## src/rtl/btn_conditioner.sv

```systemverilog
// btn_conditioner
// Turns the five raw, active-low front-panel buttons into clean pressed levels
// and single-cycle press strobes for the time-set logic.
// Each button has a two-flop synchroniser, a counter-based debouncer and a
// rising-edge press detector.
// Optional hold-to-repeat on the REPEAT_MASK buttons is compiled in only when
// the macro BTN_AUTOREPEAT_EN is defined. Without it, o_press pulses exactly
// once per accepted press.
// All outputs come straight from flops. i_btn_n never reaches an output
// combinationally.

module btn_conditioner #(
  parameter int                 NUM_BTN      = 5,
  parameter int                 DB_CYCLES    = 240000,
  parameter logic [NUM_BTN-1:0] REPEAT_MASK  = 5'b00110,
  parameter int                 REPEAT_DELAY = 6000000,
  parameter int                 REPEAT_RATE  = 1200000
) (
  input  logic               i_clk,
  input  logic               i_reset,
  input  logic [NUM_BTN-1:0] i_btn_n,
  output logic [NUM_BTN-1:0] o_level,
  output logic [NUM_BTN-1:0] o_press
);

  // Debounce counter only has to reach DB_CYCLES-1.
  localparam int              DB_W    = $clog2(DB_CYCLES);
  localparam logic [DB_W-1:0] DB_LAST = DB_W'(DB_CYCLES - 1);

`ifdef BTN_AUTOREPEAT_EN
  // One repeat counter width serves both the initial delay and the repeat period.
  localparam int               RPT_MAX     = (REPEAT_DELAY > REPEAT_RATE) ? REPEAT_DELAY : REPEAT_RATE;
  localparam int               RPT_W       = $clog2(RPT_MAX);
  localparam logic [RPT_W-1:0] RPT_DELAY_LD = RPT_W'(REPEAT_DELAY - 1);
  localparam logic [RPT_W-1:0] RPT_RATE_LD  = RPT_W'(REPEAT_RATE - 1);
`endif

  // Elaboration-time parameter sanity checks.
  if (DB_CYCLES < 2) begin : g_bad_db
    $error("btn_conditioner: DB_CYCLES must be at least 2");
  end
  if ((REPEAT_MASK != '0) && ((REPEAT_DELAY < 2) || (REPEAT_RATE < 2))) begin : g_bad_rpt
    $error("btn_conditioner: REPEAT_DELAY and REPEAT_RATE must be at least 2");
  end

  // Synchroniser flops. They reset to 1 so every button looks released.
  logic [NUM_BTN-1:0] sync1_reg;
  logic [NUM_BTN-1:0] sync2_reg;

  // Two-flop synchroniser for the asynchronous button pins.
  // Only the second stage is used downstream.
  always_ff @(posedge i_clk or posedge i_reset) begin
    if (i_reset) begin
      sync1_reg <= '1;
      sync2_reg <= '1;
    end else begin
      sync1_reg <= i_btn_n;
      sync2_reg <= sync1_reg;
    end
  end

  genvar gi;
  for (gi = 0; gi < NUM_BTN; gi++) begin : g_btn
    // stable_n_reg holds the accepted pin value (active-low).
    logic [DB_W-1:0] db_cnt_reg;
    logic            stable_n_reg;
    logic            differ;
    logic            accept;
    logic            rise;

    assign differ = sync2_reg[gi] ^ stable_n_reg;
    // Accept a change once the disagreement has lasted DB_CYCLES cycles.
    assign accept = differ && (db_cnt_reg == DB_LAST);
    // A change to a low pin is a press.
    assign rise   = accept && !sync2_reg[gi];

    // Debounce. Any agreement clears the run counter, so a short glitch is
    // forgotten and the next disagreement counts from zero again.
    always_ff @(posedge i_clk or posedge i_reset) begin
      if (i_reset) begin
        db_cnt_reg   <= '0;
        stable_n_reg <= 1'b1;
      end else if (!differ) begin
        db_cnt_reg   <= '0;
      end else if (accept) begin
        stable_n_reg <= sync2_reg[gi];
        db_cnt_reg   <= '0;
      end else begin
        db_cnt_reg   <= db_cnt_reg + DB_W'(1);
      end
    end

    assign o_level[gi] = ~stable_n_reg;

`ifdef BTN_AUTOREPEAT_EN
    if (REPEAT_MASK[gi]) begin : g_rpt
      logic [RPT_W-1:0] rpt_cnt_reg;
      logic             press_reg;
      logic             fall;

      assign fall = accept && sync2_reg[gi];

      // Press strobe plus hold-to-repeat.
      // The counter is loaded on the press edge and counts down while the
      // button stays pressed. Each time it reaches 0 it fires a strobe and
      // reloads with the repeat period.
      // A release clears the counter silently.
      always_ff @(posedge i_clk or posedge i_reset) begin
        if (i_reset) begin
          rpt_cnt_reg <= '0;
          press_reg   <= 1'b0;
        end else begin
          press_reg <= 1'b0;
          if (rise) begin
            rpt_cnt_reg <= RPT_DELAY_LD;
            press_reg   <= 1'b1;
          end else if (fall) begin
            rpt_cnt_reg <= '0;
          end else if (!stable_n_reg) begin
            if (rpt_cnt_reg == '0) begin
              rpt_cnt_reg <= RPT_RATE_LD;
              press_reg   <= 1'b1;
            end else begin
              rpt_cnt_reg <= rpt_cnt_reg - RPT_W'(1);
            end
          end
        end
      end

      assign o_press[gi] = press_reg;
    end else begin : g_norpt
      logic press_reg;

      // Single strobe per accepted press on a non-repeating button.
      always_ff @(posedge i_clk or posedge i_reset) begin
        if (i_reset) begin
          press_reg <= 1'b0;
        end else begin
          press_reg <= rise;
        end
      end

      assign o_press[gi] = press_reg;
    end
`else
    logic press_reg;

    // Single strobe per accepted press. No repeat logic in this build.
    always_ff @(posedge i_clk or posedge i_reset) begin
      if (i_reset) begin
        press_reg <= 1'b0;
      end else begin
        press_reg <= rise;
      end
    end

    assign o_press[gi] = press_reg;
`endif
  end

endmodule

```

## config.mk

```make
export PLATFORM = sky130hd
export DESIGN_NAME = btn_conditioner
export DESIGN_NICKNAME = d
export VERILOG_FILES = /design/src/rtl/btn_conditioner.sv
export SDC_FILE = /design/constraint.sdc
export NUM_CORES = 1
export LEC_CHECK = 0
export ABC_AREA = 1
export CAP_MARGIN = 30
export CORE_ASPECT_RATIO = 0.8
export CORE_MARGIN = 1.5
export CORE_UTILIZATION = 39
export CTS_CLUSTER_SIZE = 25
export DETAILED_ROUTE_END_ITERATION = 8
export HOLD_SLACK_MARGIN = 0.08
export PLACE_DENSITY = 0.54
export REMOVE_ABC_BUFFERS = 1
export SLEW_MARGIN = 5
export SYNTH_ARGS = -nofsm -noshare
export SYNTH_HDL_FRONTEND = slang
export SYNTH_SLANG_ARGS = --single-unit
```

## constraint.sdc

```tcl
create_clock -name i_clk -period 6 [get_ports i_clk]
set_input_delay 1.2 -clock i_clk [delete_from_list [all_inputs] [get_ports i_clk]]
set_output_delay 1.2 -clock i_clk [all_outputs]
set_load 0.1 [all_outputs]
```

Word level (Yosys, flattened, before mapping)

Cells that the tools add are included.

Bits in writable memories: 0
Logic and storage cells: 67
Latch bits: 0
Bits in read-only memories: 0
Bits in registers: 110
Bits of input ports: 7
Output and inout port bits: 10
Memories kept: 0

Magnitude comparators: 0
Div/mod/pow operators: 0
Add/subtract/negate cells: 5
Mux-type cells: 10
Bitwise operators: 10
$mul: 0
Shift operators: 0
Equality and inequality tests: 5
Reductions and logical operators: 20

Operators with widths:

| operator                                       | count |
|---|---|
| 2-to-1 mux 18 bit                              | 10 |
| adder 18 x 1 -> 18 bit (second input constant) | 5 |
| equality test 18 bit (second input constant)   | 5 |
| logical AND 1 bit                              | 10 |
| AND reduction 2 bit                            | 5 |
| zero test 1 bit                                | 5 |
| NOT 1 bit                                      | 5 |
| bitwise XOR 1 bit                              | 5 |

Depth between registers and ports, before layout

Gate-level depths: netlist (run 1).

Depth after elaboration: 4
Depth in mapped cells: 9
Gate-level depth less buffers: 9

Worst setup path before layout (run 1)

OpenSTA, ideal clock, no wires.

Path kind: register to output
Start: register g_btn[0].stable_n_reg
End: output o_level[0]
Slack: 3.842 ns
Cell stages (with the launch flop): 2
Arrival: 0.958 ns
Buffers on the path: 0
Path through: dfstp_2 inv_1

Longest elaborated chain between the ends: 1

RTL lines:

| what                   | line | text |
|---|---|---|
| start, declared        | 66   | `logic stable_n_reg;` |
| start signal, assigned | 86   | `stable_n_reg <= sync2_reg[gi];` |
| NOT 1 bit              | 93   | `assign o_level[gi] = ~stable_n_reg;` |
| end, declared          | 22   | `output logic [NUM_BTN-1:0] o_level,` |

No other way between the ends.

Worst setup path after layout (run 1)

Start: register g_btn[3].stable_n_reg
End: output o_level[3]

Longest elaborated chain between the ends: 1

RTL lines:

| what                   | line |
|---|---|
| start, declared        | 66 |
| start signal, assigned | 86 |
| NOT 1 bit              | 93 |

No other way between the ends.

==> key figures, run 1 <==
Synth
  • Cell taking the most area after synthesis: dfrtp_1
  • Mapped Area: 0.00568 mm^2
  • Top-count cell post-synth: nor2_1
  • Synth cell count leaders: nor2_1 (163), nand2_1 (116), dfrtp_1 (95), inv_1 (81), nand3_1 (55)
  • Synth area leaders: dfrtp_1 (42%), nor2_1 (11%), nand2_1 (7.7%)
  • Main synth FF type: dfrtp_1
  • Top cell type's share of synthesized area: 0.419
  • Post-Syn Area per Cell: 8.20 um^2
  • Ys async rst share: 1.00
  • Number of distinct library cells after synthesis: 29
  • Cells after Synth: 692
  • Register bit total from synthesis: 110
  • Warnings, synthesis: 0
  • Seq/Total Area, Yosys: 0.488
  • Post-synth EDFFs: 0

Placement
  • Setup WS pre-CTS: 3080 ps
  • Final GP Congestion: 0.837
  • Final HPWL DP: 7800 um
  • Dpl cell area: 0.00604 mm^2
  • PortBufs: 16

STA
  • Fmax: 318 MHz
  • WHS: 357 ps
  • Crit share post-route: 0.523
  • Final Hold Violating Endpoints: 0
  • Clock Skew: 7.16 ps
  • Normalized max-slew margin: 0.346
  • Setup TNS Final: 0 ps
  • Actual slew at the worst max-slew pin: 979 ps
  • Fin. max-slew vios: 0
  • RSZ-0062 raised after global routing: no
  • Worst Slack Setup Final: 2860 ps
  • Tmin final: 3140 ps
  • Setup-failing EPs final: 0

Worst setup path
  • CP Max Fanout: 3
  • CP Data Required Time: 4800 ps
  • Reg2reg end: g_btn[4].db_cnt_reg[10]
  • Startpoint Class: flip-flop
  • Reg2reg path depth: 7
  • Worst r2r src: sync2_reg[4]
  • Worst setup path class: flip-flop to output pin
  • Nature of the critical path endpoint: output pin
  • R2R Setup Slk: 4390 ps
  • Crit path DAT: 1940 ps

Flow run
  • Maxcap violations: 0

Floorplan
  • Ports: 17
  • Die H: 111 um
  • Die Wd: 138 um
  • Die area: 0.0153 mm^2
  • Starting Density: 0.398
  • CORE AREA: 0.0142 mm^2
  • Row count: 39

CTS
  • CTS buffer count: 9
  • Post_cts resized: 0
  • Clk sinks: 110
  • Post-CTS Setup Bufs: 0
  • H-tree levels: 3
  • Worst-path clk slew: 80 ps
  • CTS tree: built
  • Hold_buf cts: 0
  • Clk root buf: clkbuf_16
  • Clock Latency Late Sink: 340 ps
  • Bufs on Longest Clock Path: 2

Global routing
  • Largest net degree at the start of global routing: 72
  • Total track usage: 0.157
  • Total gr overflow: 0
  • Initial antenna violation count: 0
  • First-pass GRT wire length: 19500 um
  • Vias in the first global route: 4160

Route
  • Routed vias: 4285
  • WL final: 11000 um
  • Final antenna-violating net count: 0
  • Number of remaining DRC errors: 0
  • Via density per instance: 4.74
  • Drt pass-1 iters: 4
  • DR iter-0 viols: 222
  • Post-DR wirelength/cell: 12.1 um

Status
  • Status: complete, no violations

Power
  • Worst vdd ir: 0.162 mV
  • Power Density: 225 mW/mm^2
  • Pleak: 2.73 nW

Min path
  • Hold depth: 0
  • Min-delay src: sync1_reg[2]
  • Min-Delay Endpoint: sync2_reg[2]
  • Min-Delay Path Class: flip-flop to flip-flop

Finish
  • Fin util: 0.445
  • Max reg flops: 90
  • Final nets: 727
  • Antenna diode count: 0
  • Share of layout cells above drive strength 1: 0.122
  • Final Instance Area: 0.00634 mm^2
  • P&R area growth vs syn: 11.7%
## per-layer routing
metal / global-route usage / vias to the layer above / routed length (um)
li1: - / 2204 / -
met1: 0.233 / 2035 / 5770
met2: 0.234 / 37 / 4830
met3: 0.0329 / 9 / 262
met4: 0.0382 / 0 / 100
met5: 0 / - / 0
## critical path: stages (launching register included)
cell and delay (ps):
dfstp_2 370, inv_1 80, clkdlybuf4s50_1 1140
## final cells by class
type                       count  area (um^2)
multi-input combinational    496         2560
timing repair buffer          17          168
sequential                   110         2770
inverter                      81          307
clock inverter                 7         78.8
tap                          184          230
clock buffer                   9          225
fill                        1415         7910
## worst max path at each step
stage	startpoint	depth (start not counted)	slack, ps	end
after floorplan	i_reset	1	1920	g_btn[0].db_cnt_reg[0]
after global placement	i_reset	3	3090	sync1_reg[1]
after detailed placement	i_reset	3	3080	sync2_reg[1]
after CTS	g_btn[3].stable_n_reg	2	2830	o_level[3]
after global routing	g_btn[4].stable_n_reg	2	2800	o_level[4]
final	g_btn[3].stable_n_reg	2	2860	o_level[3]
## cell families after synthesis
kind of cell | after synthesis | synth area share
XOR/XNOR | 43 | 0.0663
buffers and inverters | 86 | 0.0602
flip-flops | 110 | 0.488
AO/OA/AOI/OAI | 29 | 0.0258
AND/OR/NAND/NOR | 419 | 0.348
adder cells (fa/ha/maj) | 5 | 0.0110
## per-stage QoR
step / instances / power (mW)
detailed placement: 888 / 0.831
global placement: 888 / 0.829
global route: 904 / 1.49
floorplan: 687 / 0.812
CTS: 904 / 1.46
finish: 904 / 1.43
## where the power goes
group / total, mW / switching, mW / leakage (nW) / internal, mW
combinational: 0.0515 / 0.0368 / 1.12 / 0.0147
sequential: 0.763 / 0.00797 / 1.47 / 0.755
clock: 0.616 / 0.287 / 0.139 / 0.329
total: 1.43 / 0.332 / 2.73 / 1.10
## cells in the final DEF (no fill, tap or decap), drive strengths merged, types with 15 or more instances in the layout
cell type,n
nand2,134
dfrtp,95
dfstp,15
nor3,20
inv,84
xor2,30
clkdlybuf4s50,16
nor2,189
nand3,60
No activity file was read; power rests on OpenSTA's default activity.
==> run 2: changes to the inputs <==
==> constraint.sdc (replaced) <==
create_clock -name i_clk -period 3.2 [get_ports i_clk]
set_input_delay 0.64 -clock i_clk [delete_from_list [all_inputs] [get_ports i_clk]]
set_output_delay 0.64 -clock i_clk [all_outputs]
set_load 0.1 [all_outputs]
==> run 2 against run 1 <==
Net effect: worst hold slack hardly changed; first-iteration DRC count is 34% higher; sequential power up 87%; via count shrank 0.65%; sequential cell count unchanged; setup slack lost 1500 ps; die area unchanged; critical path depth did not move; non-clock buffer count is 1 higher; clock skew increased by 1.5 ps; critical path type unchanged; critical endpoint is now o_level[4]; largest cell class unchanged.
==> key figures, run 2 (synthesized netlist as in run 1, its figures left out) <==
Status
  • Status: complete, no violations

STA
  • Setup-failing EPs final: 0 (unchanged)
  • Fin. max-slew vios: 0 (unchanged)
  • WHS: 357 ps (-0.381 ps)
  • Fmax: 546 MHz
  • Actual slew at the worst max-slew pin: 455 ps (-524 ps)
  • RSZ-0062 raised after global routing: no
  • Crit share post-route: 0.572
  • Tmin final: 1830 ps
  • Clock Skew: 8.64 ps (+1.48 ps)
  • Normalized max-slew margin: 0.697 (+0.351)
  • Final Hold Violating Endpoints: 0 (unchanged)

Floorplan
  • Ports: 17 (unchanged)
  • Die H: 111 um (unchanged)
  • Starting Density: 0.398 (unchanged)
  • Row count: 39 (unchanged)
  • Die area: 0.0153 mm^2 (unchanged)
  • Die Wd: 138 um (unchanged)
  • CORE AREA: 0.0142 mm^2 (unchanged)

Power
  • Power Density: 413 mW/mm^2 (+83%)
  • Pleak: 2.74 nW (+0.52%)
  • Worst vdd ir: 0.237 mV (+46%)

Worst setup path
  • Worst r2r src: g_btn[4].db_cnt_reg[0]
  • R2R Setup Slk: 1590 ps (-2800 ps)
  • Startpoint Class: flip-flop
  • CP Max Fanout: 3 (unchanged)
  • CP Data Required Time: 2560 ps (-2240 ps)
  • Crit path launch: g_btn[4].stable_n_reg
  • Reg2reg end: g_btn[4].db_cnt_reg[12]
  • Crit path DAT: 1190 ps (-750 ps)
  • Nature of the critical path endpoint: output pin
  • Reg2reg path depth: 6 (-1)
  • Worst setup path class: flip-flop to output pin

CTS
  • Post-CTS Setup Bufs: 0 (unchanged)
  • Hold_buf cts: 0 (unchanged)
  • CTS tree: built
  • H-tree levels: 3 (unchanged)
  • Clk root buf: clkbuf_16
  • Clk sinks: 110 (unchanged)
  • Bufs on Longest Clock Path: 2 (unchanged)
  • Post_cts resized: 0 (unchanged)
  • CTS buffer count: 9 (unchanged)
  • Clock Latency Late Sink: 350 ps (about the same)
  • Worst-path clk slew: 70 ps (about the same)

Finish
  • Max reg flops: 90 (unchanged)
  • Final nets: 728 (+0.14%)
  • Commonest cells after routing, fill and taps aside: nor2_1 (163), nand2_1 (116), dfrtp_1 (95)
  • P&R area growth vs syn: 11.3%
  • Antenna diode count: 0 (unchanged)
  • Area taken by multi-input logic gates: 0.00256 mm^2 (unchanged)
  • Final Instance Area: 0.00632 mm^2 (-0.37%)
  • Most common cell after layout, fill and taps aside: nor2_1
  • Fillers: 1388 (-1.9%)
  • Register area: 0.00277 mm^2 (unchanged)
  • Share of layout cells above drive strength 1: 0.137 (+0.0151)

Placement
  • PortBufs: 16 (unchanged)
  • Final GP Congestion: 0.862 (+2.9%)
  • Final HPWL DP: 7950 um (+1.9%)
  • Dpl cell area: 0.00603 mm^2 (about the same)

Flow run
  • Maxcap violations: 0 (unchanged)

Global routing
  • Initial antenna violation count: 0 (unchanged)
  • Largest net degree at the start of global routing: 53 (-26%)
  • Vias in the first global route: 4225 (+1.6%)
  • Total track usage: 0.159 (+0.00148)
  • First-pass GRT wire length: 19500 um (+0.17%)
  • Total gr overflow: 0 (unchanged)

Min path
  • Min-Delay Endpoint: sync2_reg[3]
  • Min-Delay Path Class: flip-flop to flip-flop
  • Min-delay src: sync1_reg[3]
  • Hold depth: 0 (unchanged)

Route
  • WL final: 10900 um (-0.38%)
  • Routed vias: 4257 (-0.65%)
  • DR iter-0 viols: 298 (+34%)
  • Via density per instance: 4.70 (-0.76%)
  • Post-DR wirelength/cell: 12.1 um (-0.49%)
  • Number of remaining DRC errors: 0 (unchanged)
  • Final antenna-violating net count: 0 (unchanged)
  • Drt pass-1 iters: 4 (unchanged)
==> run 2: cell types whose count changed in the layout (fill, tap and decap cells not counted) <==
cell / before / now
clkbuf_8: 0 / 1
buf_12: 0 / 1
bufinv_16: 1 / 0
inv_6: 3 / 1
clkinv_2: 0 / 1
buf_4: 1 / 11
clkinvlp_4: 3 / 2
clkinv_4: 0 / 2
clkdlybuf4s50_1: 16 / 6
==> run 2: where the power goes <==
group	internal (mW)	total, mW	switching, mW
Combinational	0.0299	0.0992	0.0693
Sequential	1.42	1.43	0.0139
Clock	0.554	1.08	0.524
Total	2.00	2.61	0.607
==> run 2: worst max path at each step <==
stage / slack, ps / to / cells past startpoint
floorplan: -320 / g_btn[0].db_cnt_reg[0] / 1
global placement: 1370 / sync1_reg[4] / 3
detailed placement: 1360 / sync1_reg[4] / 3
CTS: 1340 / o_level[4] / 2
global route: 1320 / o_level[2] / 2
finish: 1370 / o_level[4] / 2
==> run 2: layout make-up <==
class | instances | area share
clock inverter | 6 | 0.00733
timing repair buffer | 18 | 0.0257
inverter | 81 | 0.0485
tap | 184 | 0.0364
multi-input combinational | 496 | 0.406
sequential | 110 | 0.439
clock buffer | 10 | 0.0378
==> run 2: critical path: stages (launching register included) <==
cell	delay (ps)
dfstp_2	530
inv_1	70
buf_4	240
==> run 2: metrics by stage <==
step	power, mW	utilization	setup TNS (ps)	setup WS (ps)	std cells
global placement	1.56	0.424	0	1370	889
finish	2.61	0.444	0	1370	905
floorplan	1.52	-	-30160	-317	687
detailed placement	1.56	0.424	0	1360	889
global route	2.73	0.444	0	1320	905
CTS	2.66	0.444	0	1340	905
==> run 2: routing by layer <==
metal  part of all wire  track usage
met5                  0            0
met4              0.013       0.0479
met3              0.031       0.0375
met2               0.42        0.226
met1               0.54        0.237
